--- src/rtl/fetch_queue_unit.sv ---
// fetch_queue_unit: PC register plus a DEPTH-entry circular queue of
// fetched {inst, pc+4} pairs feeding IF/ID through valid/ready.
// A redirect from ID loads a new PC and empties the queue in one cycle.
// Optional build macro FETCH_PERF_CNT_EN adds saturating performance counters.
module fetch_queue_unit #(
  parameter int               WIDTH    = 32,
  parameter int               DEPTH    = 4,
  parameter logic [WIDTH-1:0] RESET_PC = '0
) (
  input  logic                         clk,
  input  logic                         rst_n,
  input  logic                         redirect_valid,
  input  logic [WIDTH-1:0]             redirect_target,
  output logic [WIDTH-1:0]             imem_addr,
  input  logic [WIDTH-1:0]             imem_rdata,
  input  logic                         imem_ready,
  output logic                         out_valid,
  output logic [WIDTH-1:0]             out_inst,
  output logic [WIDTH-1:0]             out_pc4,
  input  logic                         out_ready,
  output logic [$clog2(DEPTH+1)-1:0]   queue_count
`ifdef FETCH_PERF_CNT_EN
  ,
  output logic [31:0]                  perf_fetched,
  output logic [31:0]                  perf_flushed,
  output logic [31:0]                  perf_stall_cycles
`endif
);

  localparam int PW = $clog2(DEPTH);
  localparam int CW = $clog2(DEPTH + 1);
  localparam logic [CW-1:0] DEPTH_C = CW'(DEPTH);

  logic [WIDTH-1:0] pc;
  logic [WIDTH-1:0] pc_plus4;
  logic [PW-1:0]    rd_ptr;
  logic [PW-1:0]    wr_ptr;
  logic [CW-1:0]    count;
  logic [CW-1:0]    count_next;
  logic             full;
  logic             push;
  logic             pop;

  logic [WIDTH-1:0] inst_q [DEPTH];
  logic [WIDTH-1:0] pc4_q  [DEPTH];

  assign pc_plus4    = pc + WIDTH'(4);
  assign full        = (count == DEPTH_C);
  assign out_valid   = (count != '0);
  assign pop         = out_valid & out_ready;
  // A pop in the same cycle frees the slot, so a full queue still streams.
  assign push        = imem_ready & (~full | pop) & ~redirect_valid;
  assign imem_addr   = pc;
  assign out_inst    = inst_q[rd_ptr];
  assign out_pc4     = pc4_q[rd_ptr];
  assign queue_count = count;

  // Occupancy after this cycle's push/pop (redirect handled in the register).
  always_comb begin
    count_next = count;
    if (push && !pop) begin
      count_next = count + CW'(1);
    end else if (!push && pop) begin
      count_next = count - CW'(1);
    end
  end

  // Queue storage; contents need no reset since out_valid gates them.
  always_ff @(posedge clk) begin
    if (push) begin
      inst_q[wr_ptr] <= imem_rdata;
      pc4_q[wr_ptr]  <= pc_plus4;
    end
  end

  // PC, pointers and occupancy; redirect overrides any push or pop.
  always_ff @(posedge clk or negedge rst_n) begin
    if (!rst_n) begin
      pc     <= RESET_PC;
      rd_ptr <= '0;
      wr_ptr <= '0;
      count  <= '0;
    end else if (redirect_valid) begin
      pc     <= redirect_target;
      rd_ptr <= '0;
      wr_ptr <= '0;
      count  <= '0;
    end else begin
      if (push) begin
        pc     <= pc_plus4;
        wr_ptr <= wr_ptr + PW'(1);
      end
      if (pop) begin
        rd_ptr <= rd_ptr + PW'(1);
      end
      count <= count_next;
    end
  end

`ifdef FETCH_PERF_CNT_EN
  logic [32:0] flushed_sum;

  assign flushed_sum = {1'b0, perf_flushed} + 33'(count);

  // Saturating event counters for fetches, flushed entries and full stalls.
  always_ff @(posedge clk or negedge rst_n) begin
    if (!rst_n) begin
      perf_fetched      <= '0;
      perf_flushed      <= '0;
      perf_stall_cycles <= '0;
    end else begin
      if (push && perf_fetched != 32'hFFFF_FFFF) begin
        perf_fetched <= perf_fetched + 32'd1;
      end
      if (redirect_valid) begin
        perf_flushed <= flushed_sum[32] ? 32'hFFFF_FFFF : flushed_sum[31:0];
      end
      if (full && !pop && perf_stall_cycles != 32'hFFFF_FFFF) begin
        perf_stall_cycles <= perf_stall_cycles + 32'd1;
      end
    end
  end
`endif

endmodule
--- config.mk ---
export PLATFORM = sky130hd
export DESIGN_NAME = fetch_queue_unit
export DESIGN_NICKNAME = d
export VERILOG_FILES = /design/src/rtl/fetch_queue_unit.sv
export SDC_FILE = /design/constraint.sdc
export NUM_CORES = 1
export LEC_CHECK = 0
export BUFFER_PORTS_ARGS = -buffer_cell sky130_fd_sc_hd__clkbuf_2
export CAP_MARGIN = 0
export CORE_ASPECT_RATIO = 0.9
export CORE_MARGIN = 8
export CORE_UTILIZATION = 50
export CTS_CLUSTER_DIAMETER = 50
export DETAILED_ROUTE_END_ITERATION = 6
export PLACE_DENSITY = 0.67
export SLEW_MARGIN = 0
export SYNTH_ARGS = -nofsm -noshare
export SYNTH_HDL_FRONTEND = slang
export SYNTH_SLANG_ARGS = --single-unit
--- constraint.sdc ---
create_clock -name clk -period 3.8 [get_ports clk]
set_input_delay 0.57 -clock clk [delete_from_list [all_inputs] [get_ports clk]]
set_output_delay 0.57 -clock clk [all_outputs]
set_load 0.03 [all_outputs]
==> impl_metrics.json <==
{
  "status": "finished clean",
  "layout.nets": 918,
  "yosysMostFrequentCell": "edfxtp_1",
  "layout.cells.non_filler": 1169,
  "period_minus_slack_ps": 3010,
  "hold_buffers": 0,
  "antenna_found_initial": 0,
  "cp_data_arrival_time_ps": 2440,
  "hpwl_mm": 17.2,
  "cts-resized-gates": 0,
  "rsz0062_at_grt": "no",
  "placedCellCount": 1109,
  "worstMarginPinSlew_ps": 1060,
  "clock_skew_ps": 11.5,
  "hp-class": "input port to asynchronous set/reset pin",
  "cts_max_level": 2,
  "cts_sinks": 295,
  "final_util": 0.613,
  "synth_flop_cell": "edfxtp_1",
  "vias": 6853,
  "setup_tns_ps": 0,
  "cts_made_buffers": 34,
  "yosysUniqueCellTypes": 47,
  "timing.fmax_mhz": 333,
  "timing.rr.start": "queue_count[0]$_DFFE_PN0P_",
  "finalMaxSlewViolations": 0,
  "synth_top_cell_by_area": "edfxtp_1",
  "std_cell_rows": 53,
  "cpMaxStageDelayCell": "dfrtp_4",
  "cts_tree": "done",
  "crit_type": "register to output pin",
  "path_delay_family": "flip-flops",
  "critPathRequiredTime_ps": 3230,
  "first_global_vias": 7190,
  "cts_buffer_depth": 3,
  "yosysSeqAreaShare": 0.724,
  "drc_errors": 0,
  "drtIter0Drc": 549,
  "clock_latency_ps": 500,
  "crit_chain": "buf_4 > mux4_2 > clkbuf_2",
  "r2r_cells": 8,
  "seq_area_sq_um": 8670,
  "clkSlewWorstSetupHoldPaths_ps": 60,
  "gp_congestion": 0.918,
  "totalPowerFinal_mw": 8.67,
  "synth_warnings": 0,
  "cts-root-buf": "clkbuf_16",
  "syn2layout_area_growth_pct": 20.0,
  "r2r_setup_slack_ps": 880,
  "multi_input_area_sq_um": 3100,
  "num-fill-cells": 1732,
  "start_util": 0.511,
  "io_pins": 169,
  "wirelength_mm": 26.5,
  "async_flop_share": 0.132,
  "max_cap_violations": 0,
  "dieHeight_microns": 163,
  "crit_buf_inv": 2,
  "finalSetupViolations": 0,
  "post_cts_buffers": 0,
  "synth_commonest_cells": "edfxtp_1 (256), mux4_2 (64), dfrtp_1 (39)",
  "slew_headroom": 0.296,
  "grt_max_degree": 66,
  "ir_drop_v": 0.000526,
  "end_kind": "output pin",
  "p_leak_nw": 5.02,
  "critPathMaxStageDelay_ps": 750,
  "timing.rr.end": "queue_count[2]$_DFFE_PN0P_",
  "die_x_microns": 179,
  "wire_per_inst_microns": 22.7,
  "firstDrtPassIters": 5,
  "global_route.usage.total": 0.182,
  "cp-start-kind": "register",
  "p_per_area_nw_per_um2": 604,
  "drive_above_1_share": 0.360,
  "via_per_inst": 5.86,
  "final_hold_viol_count": 0,
  "synth.area.top_cells": "edfxtp_1 (64%), mux4_2 (12%), dfrtp_1 (8.2%)",
  "post_synth.cell_area_avg_sq_um": 18.0,
  "dieArea_sq_um": 29100,
  "synth_edf_count": 256,
  "syn_nets": 738,
  "coreArea_sq_um": 23400,
  "ant_nets": 0,
  "io_buffers": 168,
  "synthCells": 663,
  "synth-seq-cells": 295,
  "synth_area_sq_um": 12000,
  "grt_overflow": 0,
  "antenna_cells": 0,
  "whs_ps": 254,
  "synth_top_area_frac": 0.643,
  "grt_pass1_wl_mm": 40.6,
  "period_share": 0.791,
  "path_max_fanout": 22
}
state kept, by name, indices dropped and copies added, names as in the netlist:
register,count
imem_addr,32
inst_q,128
rd_ptr,2
wr_ptr,2
queue_count,3
pc4_q,128
layout by cell type (no fill, tap or decap), types with 3 or more instances in the layout:
cell type / Yosys / layout
dfrtp_1: 39 / 37
or3_1: 7 / 7
o211ai_1: 7 / 7
clkinv_4: 0 / 3
o31ai_1: 10 / 10
xnor2_1: 16 / 16
buf_12: 0 / 5
nand4_1: 13 / 13
nor3_1: 11 / 11
bufinv_16: 0 / 3
clkbuf_1: 22 / 5
clkinv_2: 0 / 5
inv_1: 12 / 12
or4_1: 19 / 19
and3_4: 0 / 4
xor2_1: 22 / 22
buf_4: 2 / 10
clkbuf_2: 0 / 168
a31oi_1: 14 / 14
clkinv_1: 0 / 3
ha_1: 5 / 5
mux4_2: 64 / 64
and4_1: 5 / 5
nand2_1: 30 / 30
o21ai_0: 14 / 14
and3_1: 7 / 3
clkbuf_16: 0 / 37
nor2_1: 29 / 29
edfxtp_1: 256 / 256
nand3_1: 16 / 16
layout make-up:
cell class / count / share of cell area
inverters: 12 / 0.00314
flip-flops and latches: 295 / 0.604
well taps: 302 / 0.0263
multi-input cells: 317 / 0.216
clock buffers: 44 / 0.0677
repair buffers: 183 / 0.0708
clock inverters: 16 / 0.0117
layer usage:
layer,GRT usage,up-vias,wire [microns]
met1,0.255,3471,11300
met5,0,-,0
met4,0.0436,0,442
met3,0.0503,42,2300
met2,0.281,302,12400
li1,-,3038,-
report_power, final:
| part | leakage (nW) | internal [mW] | switching (mW) |
|---|---|---|---|
| sequential | 2.79 | 3.71 | 0.186 |
| clock | 0.556 | 2.01 | 1.23 |
| combinational | 1.68 | 0.575 | 0.958 |
kinds of logic after synthesis:
logic type / share of synthesized area
fa+ha+maj: 0.00690
flops: 0.724
xor+xnor: 0.0278
compound gates: 0.0312
simple gates: 0.0684
mux: 0.123
buf+inv: 0.0181
stage by stage:
| step | area, sq um | setup slack [ps] |
|---|---|---|
| after CTS | 14400 | 711 |
| after detailed placement | 13200 | 768 |
| after global routing | 14400 | 642 |
| final | 14400 | 794 |
| after global placement | 13200 | 891 |
| after floorplan | 12000 | 651 |
worst max path at each step:
stage	cells after the start	start	slack, ps	endpoint
4_1_cts	3	rd_ptr[0]$_DFFE_PN0P_	710	out_pc4[6]
5_1_grt	3	rd_ptr[0]$_DFFE_PN0P_	640	out_pc4[6]
3_5_place_dp	9	out_ready	770	queue_count[2]$_DFFE_PN0P_
3_3_place_gp	9	out_ready	890	queue_count[2]$_DFFE_PN0P_
2_1_floorplan	3	queue_count[2]$_DFFE_PN0P_	650	inst_q[0][0]$_DFFE_PP_
6_report	3	rd_ptr[0]$_DFFE_PN0P_	790	out_pc4[6]
(Power assumes the default switching activity.)
